File: config.mk
export PLATFORM = sky130hd
export DESIGN_NAME = xcel_axi_read_adapter_flat
export DESIGN_NICKNAME = d
export VERILOG_FILES = /design/src/rtl/xcel_axi_read_adapter_if.sv /design/src/rtl/xcel_axi_read_adapter.sv /design/src/flat_wrapper.sv
export SDC_FILE = /design/constraint.sdc
export NUM_CORES = 1
export LEC_CHECK = 0
export ABC_CLOCK_PERIOD_IN_PS = 3800
export BUFFER_PORTS_ARGS = -buffer_cell sky130_fd_sc_hd__buf_2
export CORE_MARGIN = 2
export CORE_UTILIZATION = 49
export DETAILED_ROUTE_END_ITERATION = 10
export GPL_ROUTABILITY_DRIVEN = 0
export PLACE_DENSITY = 0.77
export SYNTH_ARGS = -nofsm -noshare
export SYNTH_HDL_FRONTEND = slang
export SYNTH_SLANG_ARGS = --single-unit
File: constraint.sdc
create_clock -name clk -period 3.8 [get_ports clk]
set_input_delay 0.19 -clock clk [delete_from_list [all_inputs] [get_ports clk]]
set_output_delay 0.19 -clock clk [all_outputs]
set_load 0.1 [all_outputs]
File: src/rtl/xcel_axi_read_adapter_if.sv
// Accelerator read request/data channel plus the AXI4 AR and R channels.
// master: the adapter side. slave: the requester and interconnect side.
interface xcel_axi_read_adapter_if #(
  parameter int unsigned AXI_AWIDTH  = 32,
  parameter int unsigned AXI_DWIDTH  = 32,
  parameter int unsigned AXI_IDWIDTH = 4
);
  logic                   xcel_read_request_valid;
  logic                   xcel_read_request_ready;
  logic [AXI_AWIDTH-1:0]  xcel_read_addr;
  logic [31:0]            xcel_read_len;
  logic [2:0]             xcel_read_size;
  logic [1:0]             xcel_read_burst;
  logic [AXI_DWIDTH-1:0]  xcel_read_data;
  logic                   xcel_read_data_valid;
  logic                   xcel_read_data_ready;

  logic [AXI_IDWIDTH-1:0] m_axi_arid;
  logic [AXI_AWIDTH-1:0]  m_axi_araddr;
  logic [7:0]             m_axi_arlen;
  logic [2:0]             m_axi_arsize;
  logic [1:0]             m_axi_arburst;
  logic                   m_axi_arvalid;
  logic                   m_axi_arready;

  logic [AXI_IDWIDTH-1:0] m_axi_rid;
  logic [AXI_DWIDTH-1:0]  m_axi_rdata;
  logic [1:0]             m_axi_rresp;
  logic                   m_axi_rlast;
  logic                   m_axi_rvalid;
  logic                   m_axi_rready;

  modport master (
    input  xcel_read_request_valid, xcel_read_addr, xcel_read_len, xcel_read_size,
           xcel_read_burst, xcel_read_data_ready,
    output xcel_read_request_ready, xcel_read_data, xcel_read_data_valid,
    output m_axi_arid, m_axi_araddr, m_axi_arlen, m_axi_arsize, m_axi_arburst, m_axi_arvalid,
    input  m_axi_arready,
    input  m_axi_rid, m_axi_rdata, m_axi_rresp, m_axi_rlast, m_axi_rvalid,
    output m_axi_rready
  );

  modport slave (
    output xcel_read_request_valid, xcel_read_addr, xcel_read_len, xcel_read_size,
           xcel_read_burst, xcel_read_data_ready,
    input  xcel_read_request_ready, xcel_read_data, xcel_read_data_valid,
    input  m_axi_arid, m_axi_araddr, m_axi_arlen, m_axi_arsize, m_axi_arburst, m_axi_arvalid,
    output m_axi_arready,
    output m_axi_rid, m_axi_rdata, m_axi_rresp, m_axi_rlast, m_axi_rvalid,
    input  m_axi_rready
  );
endinterface

File: src/rtl/xcel_axi_read_adapter.sv
// Converts a simplified read request into one or more AXI4 read bursts (max 256 beats each)
// and passes R beats straight through to the requester, flagging response/rlast errors.
module xcel_axi_read_adapter #(
  parameter int unsigned AXI_AWIDTH  = 32,
  parameter int unsigned AXI_DWIDTH  = 32,
  parameter int unsigned AXI_IDWIDTH = 4
) (
  input  logic                    clk,
  input  logic                    rst_n,
  xcel_axi_read_adapter_if.master bus,
  output logic                    rd_busy,
  output logic                    rd_error
);
  localparam int unsigned REM_W  = 33;
  localparam int unsigned LEN_W  = 8;
  localparam int unsigned STEP_W = 16;
  localparam logic [1:0]  BURST_INCR = 2'b01;
  localparam logic [1:0]  RESP_OKAY  = 2'b00;

  typedef enum logic [1:0] {
    ST_IDLE = 2'd0,
    ST_AR   = 2'd1,
    ST_R    = 2'd2
  } state_e;

  state_e                  state_q, state_d;
  logic [AXI_AWIDTH-1:0]   addr_q, addr_d;
  logic [REM_W-1:0]        remaining_q, remaining_d;
  logic [2:0]              size_q, size_d;
  logic [1:0]              burst_q, burst_d;
  logic [LEN_W-1:0]        burst_len_q, burst_len_d;
  logic [LEN_W-1:0]        beat_cnt_q, beat_cnt_d;
  logic                    error_q, error_d;

  logic                    req_fire_c;
  logic                    ar_fire_c;
  logic                    r_fire_c;
  logic                    last_beat_c;
  logic [LEN_W-1:0]        ar_len_c;
  logic [REM_W-1:0]        rem_dec_c;
  logic [STEP_W-1:0]       step_c;
  logic                    unused_rid;

  // Only a single ID is ever issued, so the returned ID carries no information.
  assign unused_rid = ^bus.m_axi_rid;

  // Handshake decode and burst arithmetic shared by the FSM and datapath.
  always_comb begin
    req_fire_c  = (state_q == ST_IDLE) && bus.xcel_read_request_valid;
    ar_fire_c   = (state_q == ST_AR) && bus.m_axi_arready;
    r_fire_c    = (state_q == ST_R) && bus.m_axi_rvalid && bus.xcel_read_data_ready;
    last_beat_c = (beat_cnt_q == burst_len_q);
    rem_dec_c   = remaining_q - REM_W'(1);
    ar_len_c    = (remaining_q >= REM_W'(256)) ? '1 : LEN_W'(remaining_q - REM_W'(1));
    step_c      = STEP_W'(STEP_W'(burst_len_q) + STEP_W'(1)) << size_q;
  end

  // State register.
  always_ff @(posedge clk or negedge rst_n) begin
    if (!rst_n) begin
      state_q <= ST_IDLE;
    end else begin
      state_q <= state_d;
    end
  end

  // Next-state logic: the beat count, not rlast, closes a burst.
  always_comb begin
    state_d = state_q;
    unique case (state_q)
      ST_IDLE: if (req_fire_c) state_d = ST_AR;
      ST_AR:   if (ar_fire_c) state_d = ST_R;
      ST_R: begin
        if (r_fire_c && last_beat_c) begin
          state_d = (rem_dec_c == '0) ? ST_IDLE : ST_AR;
        end
      end
      default: state_d = ST_IDLE;
    endcase
  end

  // Output decode; R channel is a zero-latency pass-through to the requester.
  always_comb begin
    bus.xcel_read_request_ready = 1'b0;
    bus.xcel_read_data_valid    = 1'b0;
    bus.xcel_read_data          = bus.m_axi_rdata;
    bus.m_axi_arvalid           = 1'b0;
    bus.m_axi_rready            = 1'b0;
    bus.m_axi_arid              = '0;
    bus.m_axi_araddr            = addr_q;
    bus.m_axi_arlen             = ar_len_c;
    bus.m_axi_arsize            = size_q;
    bus.m_axi_arburst           = burst_q;
    rd_busy                     = 1'b0;
    rd_error                    = error_q;
    unique case (state_q)
      ST_IDLE: bus.xcel_read_request_ready = rst_n;
      ST_AR: begin
        bus.m_axi_arvalid = 1'b1;
        rd_busy           = 1'b1;
      end
      ST_R: begin
        bus.m_axi_rready         = bus.xcel_read_data_ready;
        bus.xcel_read_data_valid = bus.m_axi_rvalid;
        rd_busy                  = 1'b1;
      end
      default: ;
    endcase
  end

  // Datapath registers.
  always_ff @(posedge clk or negedge rst_n) begin
    if (!rst_n) begin
      addr_q      <= '0;
      remaining_q <= '0;
      size_q      <= '0;
      burst_q     <= '0;
      burst_len_q <= '0;
      beat_cnt_q  <= '0;
      error_q     <= 1'b0;
    end else begin
      addr_q      <= addr_d;
      remaining_q <= remaining_d;
      size_q      <= size_d;
      burst_q     <= burst_d;
      burst_len_q <= burst_len_d;
      beat_cnt_q  <= beat_cnt_d;
      error_q     <= error_d;
    end
  end

  // Datapath next values: latch request, snapshot burst length at AR, count beats, track errors.
  always_comb begin
    addr_d      = addr_q;
    remaining_d = remaining_q;
    size_d      = size_q;
    burst_d     = burst_q;
    burst_len_d = burst_len_q;
    beat_cnt_d  = beat_cnt_q;
    error_d     = error_q;
    if (req_fire_c) begin
      addr_d      = bus.xcel_read_addr;
      remaining_d = REM_W'(bus.xcel_read_len) + REM_W'(1);
      size_d      = bus.xcel_read_size;
      burst_d     = bus.xcel_read_burst;
    end
    if (ar_fire_c) begin
      burst_len_d = ar_len_c;
      beat_cnt_d  = '0;
    end
    if (r_fire_c) begin
      beat_cnt_d  = beat_cnt_q + LEN_W'(1);
      remaining_d = rem_dec_c;
      if (last_beat_c && (burst_q == BURST_INCR)) begin
        addr_d = addr_q + AXI_AWIDTH'(step_c);
      end
      if ((bus.m_axi_rresp != RESP_OKAY) || (bus.m_axi_rlast != last_beat_c)) begin
        error_d = 1'b1;
      end
    end
  end
endmodule

File: src/flat_wrapper.sv
// flat-port wrapper written by rule: the top's interface ports become plain ports
module xcel_axi_read_adapter_flat 
#(
  parameter int unsigned AXI_AWIDTH  = 32,
  parameter int unsigned AXI_DWIDTH  = 32,
  parameter int unsigned AXI_IDWIDTH = 4
)
  (clk, rst_n, rd_busy, rd_error, bus_xcel_read_request_valid, bus_xcel_read_addr, bus_xcel_read_len, bus_xcel_read_size, bus_xcel_read_burst, bus_xcel_read_data_ready, bus_xcel_read_request_ready, bus_xcel_read_data, bus_xcel_read_data_valid, bus_m_axi_arid, bus_m_axi_araddr, bus_m_axi_arlen, bus_m_axi_arsize, bus_m_axi_arburst, bus_m_axi_arvalid, bus_m_axi_arready, bus_m_axi_rid, bus_m_axi_rdata, bus_m_axi_rresp, bus_m_axi_rlast, bus_m_axi_rvalid, bus_m_axi_rready);
  xcel_axi_read_adapter_if #(.AXI_AWIDTH(AXI_AWIDTH), .AXI_DWIDTH(AXI_DWIDTH), .AXI_IDWIDTH(AXI_IDWIDTH)) bus_i ();
  input  logic clk;
  input  logic rst_n;
  output logic rd_busy;
  output logic rd_error;
  input wire logic [$bits(bus_i.xcel_read_request_valid)-1:0] bus_xcel_read_request_valid;
  input wire logic [$bits(bus_i.xcel_read_addr)-1:0] bus_xcel_read_addr;
  input wire logic [$bits(bus_i.xcel_read_len)-1:0] bus_xcel_read_len;
  input wire logic [$bits(bus_i.xcel_read_size)-1:0] bus_xcel_read_size;
  input wire logic [$bits(bus_i.xcel_read_burst)-1:0] bus_xcel_read_burst;
  input wire logic [$bits(bus_i.xcel_read_data_ready)-1:0] bus_xcel_read_data_ready;
  output wire logic [$bits(bus_i.xcel_read_request_ready)-1:0] bus_xcel_read_request_ready;
  output wire logic [$bits(bus_i.xcel_read_data)-1:0] bus_xcel_read_data;
  output wire logic [$bits(bus_i.xcel_read_data_valid)-1:0] bus_xcel_read_data_valid;
  output wire logic [$bits(bus_i.m_axi_arid)-1:0] bus_m_axi_arid;
  output wire logic [$bits(bus_i.m_axi_araddr)-1:0] bus_m_axi_araddr;
  output wire logic [$bits(bus_i.m_axi_arlen)-1:0] bus_m_axi_arlen;
  output wire logic [$bits(bus_i.m_axi_arsize)-1:0] bus_m_axi_arsize;
  output wire logic [$bits(bus_i.m_axi_arburst)-1:0] bus_m_axi_arburst;
  output wire logic [$bits(bus_i.m_axi_arvalid)-1:0] bus_m_axi_arvalid;
  input wire logic [$bits(bus_i.m_axi_arready)-1:0] bus_m_axi_arready;
  input wire logic [$bits(bus_i.m_axi_rid)-1:0] bus_m_axi_rid;
  input wire logic [$bits(bus_i.m_axi_rdata)-1:0] bus_m_axi_rdata;
  input wire logic [$bits(bus_i.m_axi_rresp)-1:0] bus_m_axi_rresp;
  input wire logic [$bits(bus_i.m_axi_rlast)-1:0] bus_m_axi_rlast;
  input wire logic [$bits(bus_i.m_axi_rvalid)-1:0] bus_m_axi_rvalid;
  output wire logic [$bits(bus_i.m_axi_rready)-1:0] bus_m_axi_rready;
  assign bus_i.xcel_read_request_valid = bus_xcel_read_request_valid;
  assign bus_i.xcel_read_addr = bus_xcel_read_addr;
  assign bus_i.xcel_read_len = bus_xcel_read_len;
  assign bus_i.xcel_read_size = bus_xcel_read_size;
  assign bus_i.xcel_read_burst = bus_xcel_read_burst;
  assign bus_i.xcel_read_data_ready = bus_xcel_read_data_ready;
  assign bus_xcel_read_request_ready = bus_i.xcel_read_request_ready;
  assign bus_xcel_read_data = bus_i.xcel_read_data;
  assign bus_xcel_read_data_valid = bus_i.xcel_read_data_valid;
  assign bus_m_axi_arid = bus_i.m_axi_arid;
  assign bus_m_axi_araddr = bus_i.m_axi_araddr;
  assign bus_m_axi_arlen = bus_i.m_axi_arlen;
  assign bus_m_axi_arsize = bus_i.m_axi_arsize;
  assign bus_m_axi_arburst = bus_i.m_axi_arburst;
  assign bus_m_axi_arvalid = bus_i.m_axi_arvalid;
  assign bus_i.m_axi_arready = bus_m_axi_arready;
  assign bus_i.m_axi_rid = bus_m_axi_rid;
  assign bus_i.m_axi_rdata = bus_m_axi_rdata;
  assign bus_i.m_axi_rresp = bus_m_axi_rresp;
  assign bus_i.m_axi_rlast = bus_m_axi_rlast;
  assign bus_i.m_axi_rvalid = bus_m_axi_rvalid;
  assign bus_m_axi_rready = bus_i.m_axi_rready;
  xcel_axi_read_adapter #(.AXI_AWIDTH(AXI_AWIDTH), .AXI_DWIDTH(AXI_DWIDTH), .AXI_IDWIDTH(AXI_IDWIDTH)) u_core (.clk(clk), .rst_n(rst_n), .bus(bus_i), .rd_busy(rd_busy), .rd_error(rd_error));
endmodule
After elaboration in Yosys (flattened, before gate mapping) --
Cells that the tools add are included.
Cells by class: mux-type cells 18, eq/ne operators 8, add/sub/neg operators 5, shifts and indexed selects 1, reductions and logical operators 15, magnitude comparators 1
Operator list (count):
- 32-bit two-way mux | 3
- 33-bit two-way mux | 2
- 32-bit by 1-bit adder with 33-bit output (second input constant) | 1
- 33-bit by 9-bit greater-or-equal comparator with 1-bit output (second input constant) | 1
- 33-bit zero test | 1
- 33-bit by 1-bit subtractor with 33-bit output (second input constant) | 1
- 32-bit by 16-bit adder with 32-bit output | 1
- 8-bit two-way mux | 3
- 16-bit by 3-bit << shifter with 16-bit output | 1
- 8-bit by 1-bit adder with 9-bit output (second input constant) | 1
- 8-bit by 1-bit adder with 8-bit output (second input constant) | 1
- 8-bit == test | 1
- 1-bit logical AND | 6
- 1-bit two-way mux | 6
- 2-bit two-way mux | 3
- 2-bit case mux with 3 select lines | 1
- 2-bit nonzero test | 3
- 2-bit by 1-bit == test with 1-bit output (second input constant) | 2
- 2-bit by 1-bit != test with 1-bit output (second input constant) | 2
- 3-bit AND reduction | 1
- 2-bit == test (second input constant) | 1
- 2-bit zero test | 1
- 2-bit != test (second input constant) | 1
- 2-bit AND reduction | 1
- 3 further kinds | 3
Word-level totals: bits of input ports 114, register bits after elaboration 89

Logic depth before layout (Yosys ltp) --
word-level depth 6, gate-level depth with buffers 20, mapped depth without buffers 18

Worst setup path before layout --
Ideal clock, no wire load.
path kind flip-flop to flip-flop, start point register u_core.size_q[0] (netlist: u_core.bus.m_axi_arsize[0]), end point register u_core.addr_q[26] (netlist: u_core.bus.m_axi_araddr[26]), data arrival time 3.712 ns, setup slack -0.044 ns, buffers on the path 2, library setup time 0.133 ns, data required time 3.667 ns, cell stages (with the launch flop) 18, path through dfrtp_1 clkbuf_1 a311oi_1 nor3_1 nor2_1 a21oi_1 nor2_1 a21oi_1 ha_1 a21oi_1 o21ai_0 nand2_1 nand3b_1 o2111ai_1 a21oi_2 buf_4 a211oi_1 a211oi_2
Between the ends: word-level cells in the longest chain between the ends 4
Ends and longest elaborated chain:
- start, declared | RTL line xcel_axi_read_adapter.sv:29 | logic [2:0] size_q, size_d;
- start signal, assigned | RTL line xcel_axi_read_adapter.sv:124 | size_q <= size_d;
- 16-bit by 3-bit << shifter with 16-bit output | RTL line xcel_axi_read_adapter.sv:55 | step_c = STEP_W'(STEP_W'(burst_len_q) + STEP_W'(1)) << size_q;
- 32-bit by 16-bit adder with 32-bit output | RTL line xcel_axi_read_adapter.sv:155 | addr_d = addr_q + AXI_AWIDTH'(step_c);
- 32-bit two-way mux | RTL line xcel_axi_read_adapter.sv:154 | if (last_beat_c && (burst_q == BURST_INCR)) begin
- 32-bit two-way mux | RTL line xcel_axi_read_adapter.sv:151 | if (r_fire_c) begin
- via u_core.addr_d[26] | RTL line xcel_axi_read_adapter.sv:27 | logic [AXI_AWIDTH-1:0] addr_q, addr_d;
- end signal, assigned | RTL line xcel_axi_read_adapter.sv:122 | addr_q <= addr_d;
- end, declared | RTL line xcel_axi_read_adapter.sv:27
The timed path passes the listed nets, and every way through them passes these cells. A chain may end at the register's enable or synchronous reset.

Worst setup path after layout --
start point register u_core.burst_len_q[1], end point register u_core.addr_q[21] (netlist: u_core.bus.m_axi_araddr[21])
Between the ends: word-level cells in the longest chain between the ends 5
Ends and longest elaborated chain:
- start, declared | RTL line xcel_axi_read_adapter.sv:31 | logic [LEN_W-1:0] burst_len_q, burst_len_d;
- start signal, assigned | RTL line xcel_axi_read_adapter.sv:126 | burst_len_q <= burst_len_d;
- 8-bit by 1-bit adder with 9-bit output | RTL line xcel_axi_read_adapter.sv:55
- 16-bit by 3-bit << shifter with 16-bit output | RTL line xcel_axi_read_adapter.sv:55
- 32-bit by 16-bit adder with 32-bit output | RTL line xcel_axi_read_adapter.sv:155
- 32-bit two-way mux (*) | RTL line xcel_axi_read_adapter.sv:154
- 32-bit two-way mux (*) | RTL line xcel_axi_read_adapter.sv:151
- via u_core.addr_d[21] | RTL line xcel_axi_read_adapter.sv:27
The timed path passes the listed nets; every way through them passes the cells marked *.

==> flow_summary.yaml <==
route:
  vias: 7037
  first_iter_violations: 474
  dr.pass1.iters: 5
  vias_per_cell: 5.89
  route.detailed.drc: 0
  routed_wl_microns: 18900
  ant_nets: 0
  wl_per_cell_microns: 15.8
setup_path:
  crit_path_max_fanout: 14
  cp-end-kind: "flop"
  cp_slowest_stage_delay_ns: 0.42
  timing.rr.end: "u_core.bus.m_axi_araddr[21]"
  path_cells: "and2_1 > nor2b_1 > a21o_1 > a22oi_1 > o21ai_1 > o21ai_1 > nand2_1 > o21ai_0 > ha_1 > and3_1 > and3_1 > nand3_1 > o2111ai_1 > o211ai_1 > nor2_4 > buf_12 > a311oi_1 > a211oi_1"
  crit_type: "flop to flop"
  slowest_stage: "dfrtp_1"
  critical_path.reg2reg.startpoint: "u_core.burst_len_q[1]"
  worst_r2r_path_depth: 18
  arrival_ns: 3.78
  worst-endpoint-required_ns: 4.03
  reg2reg_setup_slack_ns: 0.25
  cp-start-kind: "flop"
yosys:
  synthesis.area_sq_um: 7280
  synthTopCellsByArea: "dfrtp_1, nand2_1, nor2_1"
  postSynthCellCount: 912
  synth_edf_count: 0
  synth_top_area_frac: 0.306
  async_reset_ff_frac: 1.00
  synth_top_cell_by_area: "dfrtp_1"
  synth_ff_type: "dfrtp_1"
  ys_seq_area_frac: 0.306
  synth.ff_latch_count: 89
  syn_avg_cell_area_sq_um: 7.98
  yosysUniqueCellTypes: 77
  yosysWarnings: 0
clock_tree:
  cts_buffers: 9
  clk_latency_ns: 0.35
  h-tree-depth: 3
  cts_max_path_buffers: 2
  path_clk_slew_ns: 0.07
  clock-root-buffer: "clkbuf_16"
  cts_tree: "yes"
  cts_sinks: 89
cells_and_area:
  final_layout_size_suffix_gt1_frac: 0.208
  final_cell_mix: "buf_2, nand2_1, nor2_1, dfrtp_1, o21ai_0"
  n_fill_cell: 1391
  antenna_cells: 0
  syn2layout_area_growth_pct: 13.8
  mostFrequentLayoutCell: "buf_2"
  final_nets: 1146
timing:
  rsz0062_at_grt: "false"
  period_minus_slack_ns: 3.55
  slew_violations: 0
  post-route-period-util: 0.934
  setup_tns_ns: 0
  slew-limit-headroom: 0.375
  clock_skew_ns: 0.00763
  final-setup-viol-count: 0
  finalHoldViolations: 0
  tightest_slew_ns: 0.934
  fmax_mhz: 282
power:
  power_frac_seq: 0.232
  combPwrFrac: 0.662
  power.density_nw_per_um2: 1000
  power_switching_uw: 4710
  fin_total_pwr_uw: 8320
  peakVddDrop_v: 0.000571
  p_leak_uw: 0.00348
  p_int_uw: 3610
  p_clk_frac: 0.106
  swShare: 0.566
die:
  initial_core_util: 0.501
  core_sq_um: 14500
  die_height_microns: 126
  die_x_microns: 126
  dieArea_sq_um: 15800
  io_pins: 201
  num_rows: 44
worst_hold_path:
  hp-class: "input port to flop"
  whs_endpoint: "u_core.bus.m_axi_arburst[0]"
  min_path_cells: 3
  worstHoldStart: "bus_xcel_read_burst[0]"
place:
  port_buffers: 128
  dpl.hpwl_microns: 13900
global_routing:
  grt_antenna_before_repair: 0
  grt_pass1_vias: 6422
  grt_max_degree: 53
  grt_pass1_wl_microns: 31600
  track_usage: 0.241
  grt_remaining_overflow: 0
outcome:
  status: "complete, no violations"
flow_run:
  cap_violations: 0
-- synth_stat cells (9+ instances only) --
| library cell | count |
|---|---|
| a211oi_1 | 28 |
| a21o_1 | 11 |
| a21oi_1 | 59 |
| a311oi_1 | 13 |
| a31oi_1 | 11 |
| and2_1 | 10 |
| and3_1 | 15 |
| buf_2 | 9 |
| buf_4 | 37 |
| clkbuf_1 | 33 |
| dfrtp_1 | 89 |
| ha_1 | 25 |
| inv_1 | 23 |
| mux2i_1 | 17 |
| nand2_1 | 110 |
| nand2b_1 | 10 |
| nand3_1 | 35 |
| nand4_1 | 18 |
| nor2_1 | 94 |
| nor3_1 | 16 |
| nor4_1 | 9 |
| o21ai_0 | 62 |
| xnor2_1 | 27 |
| xor2_1 | 27 |
-- through the flow --
step	instance area, sq um	hold WS [ns]	utilization	std cells	worst slack, ns
final	8280	0.0327	0.570	1195	0.249
after global routing	8280	0.0569	0.570	1195	0.00663
after CTS	8210	0.0279	0.565	1189	0.00237
after detailed placement	7900	0.284	0.544	1172	0.0490
after global placement	7900	0.283	0.544	1172	0.111
after floorplan	7290	-0.106	-	915	0.0953
-- layer usage --
metal	part of all wire	global-route usage	wire length [microns]
met4	0.019	0.0840	356
met1	0.45	0.335	8580
met2	0.48	0.391	9080
met3	0.048	0.0285	906
met5	0	0	0
-- power groups by stage --
| stage | clock [uW] | combinational (uW) | sequential [uW] |
|---|---|---|---|
| floorplan | 0 | 3200 | 3180 |
| global placement | 0 | 5380 | 1920 |
| detailed placement | 0 | 5430 | 1930 |
| CTS | 895 | 5470 | 1910 |
| global route | 930 | 5980 | 2010 |
| finish | 884 | 5510 | 1930 |
-- registers in the layout (all words and copies together) (netlist names) --
register                  flops
u_core.state_q                2
u_core.bus.m_axi_arsize       3
u_core.remaining_q           33
u_core.beat_cnt_q             8
u_core.bus.m_axi_arburst      2
u_core.rd_error               1
u_core.burst_len_q            8
u_core.bus.m_axi_araddr      32
-- how the worst max path moves through the flow --
stage	endpoint	from	depth (start not counted)	slack [ns]
2_1_floorplan	u_core.bus.m_axi_araddr[26]	u_core.bus.m_axi_arsize[1]	15	0.1
3_3_place_gp	u_core.bus.m_axi_araddr[31]	u_core.burst_len_q[1]	19	0.11
3_5_place_dp	u_core.bus.m_axi_araddr[24]	u_core.burst_len_q[4]	16	0.05
4_1_cts	u_core.bus.m_axi_araddr[21]	u_core.burst_len_q[4]	17	0.002
5_1_grt	u_core.bus.m_axi_araddr[18]	u_core.burst_len_q[1]	19	0.007
6_report	u_core.bus.m_axi_araddr[21]	u_core.burst_len_q[1]	18	0.25
-- final cells by class --
cell class / instances / area (sq um) / area share
Clock buffer: 14 / 274 / 0.0331
Clock inverter: 2 / 12.5 / 0.00151
Inverter: 23 / 86.3 / 0.0104
Multi-Input combinational cell: 718 / 4520 / 0.545
Sequential cell: 89 / 2230 / 0.269
Tap cell: 184 / 230 / 0.0278
Timing Repair Buffer: 165 / 936 / 0.113
-- cell families (layout without fill, tap and decap cells) --
| kind of cell | Yosys count | after routing | synth area share |
|---|---|---|---|
| and+or+nand+nor | 365 | 365 | 0.254 |
| AOI/OAI and AO/OA | 250 | 250 | 0.222 |
| buffers and inverters | 108 | 204 | 0.0799 |
| DFF | 89 | 89 | 0.306 |
| xor gates and xnor gates | 54 | 54 | 0.0650 |
| adders and majority gates | 26 | 26 | 0.0457 |
| muxes | 19 | 19 | 0.0265 |
| other | 1 | 4 | 0.000515 |
-- critical path, delay by kind of cell (launching register included) --
family	cells	cell delay (ns)
simple gates	7	1.12
buf+inv	1	0.16
compound gates	9	1.38
fa+ha+maj	1	0.32
flops	1	0.42
-- repair_timing --
action                                 in CTS  in global routing
buffers inserted                            0                  6
setup endpoints to repair                   1                 16
pin swaps                                   0                  3
hold buffers                                1                  0
endpoints found under the hold margin      50                  0
gates resized for setup                     1                  6
Power figures use the tool's default switching activity.
